### config.mk
export PLATFORM = sky130hd
export DESIGN_NAME = sfu_requant
export DESIGN_NICKNAME = d
export VERILOG_FILES = /design/src/rtl/sfu_requant.sv
export SDC_FILE = /design/constraint.sdc
export NUM_CORES = 2
export LEC_CHECK = 0
export ABC_AREA = 1
export CAP_MARGIN = 20
export CELL_PAD_IN_SITES_DETAIL_PLACEMENT = 1
export CELL_PAD_IN_SITES_GLOBAL_PLACEMENT = 2
export CORE_MARGIN = 4
export CORE_UTILIZATION = 32
export CTS_CLUSTER_SIZE = 12
export DETAILED_ROUTE_END_ITERATION = 8
export PLACE_DENSITY_LB_ADDON = 0.25
export SYNTH_ARGS = -nofsm -noshare
export SYNTH_HDL_FRONTEND = slang
export SYNTH_SLANG_ARGS = --single-unit
### constraint.sdc
create_clock -name clk -period 9.4 [get_ports clk]
set_input_delay 1.88 -clock clk [delete_from_list [all_inputs] [get_ports clk]]
set_output_delay 1.88 -clock clk [all_outputs]
set_load 0.03 [all_outputs]
### src/rtl/sfu_requant.sv
// Requantization unit: accumulates a configurable number of signed psum vectors per lane,
// then shifts, clamps (signed or ReLU) and presents one bw-bit activation per lane.
module sfu_requant #(
  parameter int bw      = 4,
  parameter int psum_bw = 16,
  parameter int col     = 8,
  parameter int acc_bw  = psum_bw + 4
) (
  input  logic                   clk,
  input  logic                   reset,
  input  logic                   in_valid,
  output logic                   in_ready,
  input  logic [col*psum_bw-1:0] in_psum,
  input  logic [3:0]             acc_len,
  input  logic [3:0]             shift,
  input  logic                   relu_en,
  output logic                   out_valid,
  input  logic                   out_ready,
  output logic [col*bw-1:0]      out_act,
  output logic                   busy,
  output logic [1:0]             dbg_state
);

  typedef enum logic [1:0] {IDLE = 2'd0, ACC = 2'd1, OUT = 2'd2} state_t;

  localparam logic signed [acc_bw-1:0] u_max = acc_bw'((1 << bw) - 1);
  localparam logic signed [acc_bw-1:0] s_max = acc_bw'((1 << (bw - 1)) - 1);
  localparam logic signed [acc_bw-1:0] s_min = ~s_max;

  state_t                    state;
  logic [3:0]                cnt;
  logic [3:0]                len_q;
  logic [3:0]                shift_q;
  logic                      relu_q;
  logic signed [acc_bw-1:0]  acc [col];
  logic signed [acc_bw-1:0]  ext [col];
  logic signed [acc_bw-1:0]  sum [col];
  logic [col*bw-1:0]         q_first;
  logic [col*bw-1:0]         q_next;
  logic [3:0]                eff_len;
  logic [3:0]                cnt_next;

  // Arithmetic shift floors toward minus infinity; the clamp then saturates to the output range.
  function automatic logic [bw-1:0] requant(input logic signed [acc_bw-1:0] a,
                                            input logic [3:0] sh, input logic relu);
    logic signed [acc_bw-1:0] s;
    s = a >>> sh;
    if (relu) begin
      if (s[acc_bw-1])   return '0;
      else if (s > u_max) return u_max[bw-1:0];
      else                return s[bw-1:0];
    end else begin
      if (s > s_max)      return s_max[bw-1:0];
      else if (s < s_min) return s_min[bw-1:0];
      else                return s[bw-1:0];
    end
  endfunction

  always_comb begin
    logic signed [psum_bw-1:0] lane;
    lane     = '0;
    q_first  = '0;
    q_next   = '0;
    eff_len  = (acc_len == 4'd0) ? 4'd1 : acc_len;
    cnt_next = cnt + 4'd1;
    for (int i = 0; i < col; i++) begin
      lane   = in_psum[i*psum_bw +: psum_bw];
      ext[i] = acc_bw'(lane);
      sum[i] = acc[i] + ext[i];
      q_first[i*bw +: bw] = requant(ext[i], shift, relu_en);
      q_next[i*bw +: bw]  = requant(sum[i], shift_q, relu_q);
    end
  end

  // Handshakes: a transfer happens on a rising edge where valid && ready are both high;
  // in_ready is low only in OUT, out_valid is high only in OUT.
  assign in_ready  = (state != OUT);
  assign out_valid = (state == OUT);
  assign busy      = (state != IDLE);
  assign dbg_state = state;

  always_ff @(posedge clk or posedge reset) begin
    if (reset) begin
      state   <= IDLE;
      cnt     <= '0;
      len_q   <= '0;
      shift_q <= '0;
      relu_q  <= 1'b0;
      out_act <= '0;
      for (int i = 0; i < col; i++) acc[i] <= '0;
    end else begin
      case (state)
        IDLE: if (in_valid) begin
          len_q   <= eff_len;
          shift_q <= shift;
          relu_q  <= relu_en;
          cnt     <= 4'd1;
          for (int i = 0; i < col; i++) acc[i] <= ext[i];
          if (eff_len == 4'd1) begin
            out_act <= q_first;
            state   <= OUT;
          end else begin
            state   <= ACC;
          end
        end
        ACC: if (in_valid) begin
          cnt <= cnt_next;
          for (int i = 0; i < col; i++) acc[i] <= sum[i];
          if (cnt_next == len_q) begin
            out_act <= q_next;
            state   <= OUT;
          end
        end
        OUT: if (out_ready) state <= IDLE;
        default: state <= IDLE;
      endcase
    end
  end

endmodule

==> impl_metrics.toml <==
[place]
gp_congestion = 0.885
pre_cts_ws_ps = 3550
dpl_cell_area_um2 = 38500
dpl.hpwl_um = 127000
numPortBuffers = 177

[final_layout]
drive_gt1_share_pct = 4.94
multi_input_area_um2 = 27100
seq_area_um2 = 5200
final_util_pct = 35.8
synthToLayoutAreaGrowth_pct = 10.8
fillers = 15400
final_nets = 6874
postLayoutCellArea_um2 = 39800

[worst_setup_path]
reg2reg_from = "dbg_state[0]"
path_class = "reg -> reg"
rrSetupSlack_ps = 3990
rr_endpoint = "out_act[31]"
cp_max_fo = 55
worstSetupStartpointType = "flop"
worstRegToRegCells = 11
end_kind = "flop"
required_ps = 9870
arrival_ps = 5890

[power]
p_comb_share_pct = 79.8
swShare_pct = 62.1
power_leakage_nw = 20.5
power.switching_mw = 10.4
p_seq_share_pct = 11.0
power_density_nw_per_um2 = 419
vdd_drop_max_uv = 268
internal-power_mw = 6.31
power.share.clock_pct = 9.1

[yosys]
syn_nets = 6950
synth_warnings = 0
synthTopCellsByArea = "nand2_1 27%, dfrtp_1 14%, nand3_1 14%, o21ai_0 6.0%, inv_1 5.8%"
ys_ff_latch = 207
netlist_area_um2 = 35900
async_flop_share_pct = 100
yosysSeqAreaShare_pct = 14.4
synth_ff_type = "dfrtp_1"
synth.most_common_cell = "nand2_1"
synth_top_area_share_pct = 26.7
ys_types = 64
synth_common_cells = "2555 x nand2_1, 1026 x nand3_1, 560 x inv_1"
syn_inst = 6648
synth_edf_count = 0
syn_avg_cell_area_um2 = 5.40
synth_top_area_cell = "nand2_1"

[status]
status = "finished clean"

[floorplanning]
ios = 178
die_y_um = 343
start_util_pct = 32.3
std_cell_rows = 122
dieArea_um2 = 118000
coreArea_um2 = 111000
die_w_um = 343

[timing]
hold_viol = 0
min_period_over_period_pct = 57.6
rsz0062_at_grt = "false"
fin_hold_ws_ps = 482
clock_skew_ps = 40.5
setup_viol = 0
tightest_slew_ps = 1040
tns_ps = 0
report.final.slew_viol_count = 0
final.setup.worst_slack_ps = 3990
max_freq_ghz = 0.185
slew_headroom_pct = 30.7
fin_crit_ps = 5410

[clock_tree]
clockBufferDepth = 3
path_clk_slew_ps = 60
cts_tree = "yes"
clock_sinks = 207
htreeDepth = 2
cts_root_buffer = "clkbuf_16"
ctsHoldBuffers = 0
cts_buffers = 36
cts.repair.resized = 0
worstSkewPairLatency_ps = 620
post_cts_buffers = 0

[routing]
drt-initial-drc-count = 2684
routed_via_density = 5.44
routedWlPerCell_um = 20.7
met3_length_um = 7040
ant_nets = 0
first_pass_iters = 5
wl_met1_um = 77800
wl_met2_um = 78400
drc_errors = 0
wl_um = 167000
top_layer = "met5"
num_vias = 44000

[run]
maxCapViolCount = 0

[min_path]
hold_path_depth = 2
hp-start = "out_act[25]"
hold_end = "out_act[25]"
hold_path_class = "reg -> reg"

[global_routing]
grt_pass1_vias = 44800
grt_use_total_pct = 27.9
grt_overflow = 0
grt_pass1_wl_um = 260000
grt_max_degree = 173
antenna_found_initial = 4
==> power by group through the flow <==
stage | clock (mW) | sequential, mW | combinational [mW]
2_1_floorplan | 0 | 1.68 | 9.54
3_3_place_gp | 0 | 1.83 | 13.0
3_5_place_dp | 0 | 1.84 | 13.2
4_1_cts | 1.57 | 1.83 | 13.3
5_1_grt | 1.60 | 1.89 | 15.0
6_report | 1.52 | 1.84 | 13.3
==> cells by family after synthesis <==
| group | Yosys count | synth area share [%] |
|---|---|---|
| muxes | 43 | 1.20 |
| DFF | 207 | 14.4 |
| adders and majority gates | 161 | 5.77 |
| and+or+nand+nor | 4215 | 50.8 |
| AOI/OAI and AO/OA | 1030 | 15.8 |
| buffers and inverters | 924 | 10.4 |
| xor gates and xnor gates | 68 | 1.66 |
==> per-layer routing <==
metal | up-vias | track usage [%]
li1 | 21700 | -
met1 | 21300 | 37.4
met2 | 789 | 47.8
met3 | 192 | 2.84
met4 | 2 | 7.06
met5 | - | 0
==> final cells by class <==
| class | instances | area share [%] |
|---|---|---|
| repair buffers | 218 | 5.30 |
| diodes | 1 | 0.00629 |
| inverters | 592 | 5.72 |
| clock inverters | 17 | 0.745 |
| clock buffers | 47 | 2.52 |
| flip-flops and latches | 207 | 13.1 |
| multi-input cells | 5517 | 68.0 |
| well taps | 1488 | 4.68 |
==> worst max path at each step <==
stage | from | endpoint | slack, ps | cells after the start
detailed placement | in_psum[15] | out_act[1] | 3550 | 23
finish | dbg_state[0] | out_act[31] | 3990 | 11
global placement | in_psum[15] | out_act[1] | 3600 | 23
floorplan | reset | acc[0] | 1870 | 1
CTS | dbg_state[0] | out_act[31] | 3940 | 11
global route | in_psum[15] | out_act[2] | 3760 | 26
==> metrics by stage <==
stage / instances / power (mW)
after floorplan: 6648 / 11.2
after global placement: 8021 / 14.9
after detailed placement: 8021 / 15.1
after CTS: 8085 / 16.7
after global routing: 8087 / 18.5
final: 8087 / 16.7
==> placed cells by master, fill, tap and decap left out, types with 20 or more instances in the layout <==
master / instances
o21a_1: 20
nand3b_1: 20
mux2i_1: 43
clkbuf_16: 36
a31oi_1: 37
dfrtp_1: 202
nand2_1: 2554
o21ai_0: 434
o211ai_1: 69
ha_1: 153
xor2_1: 40
nand4_1: 49
nor2_2: 24
buf_4: 41
clkdlybuf4s50_1: 173
nor2_1: 337
nor3_1: 40
a21oi_1: 348
inv_2: 20
o21ai_1: 40
nand2_2: 49
nand3_1: 1026
nand3_2: 41
xnor2_1: 28
inv_1: 556
==> critical path, cell delays in order (launching register included) <==
cell and delay (ps):
dfrtp_2 980, clkinv_2 900, nor2_4 260, buf_4 580
inv_4 490, a31oi_1 320, nor2_1 110, nand2_2 100
buf_4 370, inv_1 470, o21ai_0 400, o21ai_0 190
==> flip-flops by register name, indices dropped and copies added, names as in the netlist <==
signal	count
acc	160
out_act	32
cnt	4
len_q	4
shift_q	4
dbg_state	2
relu_q	1
No activity file was read; power rests on OpenSTA's default activity.
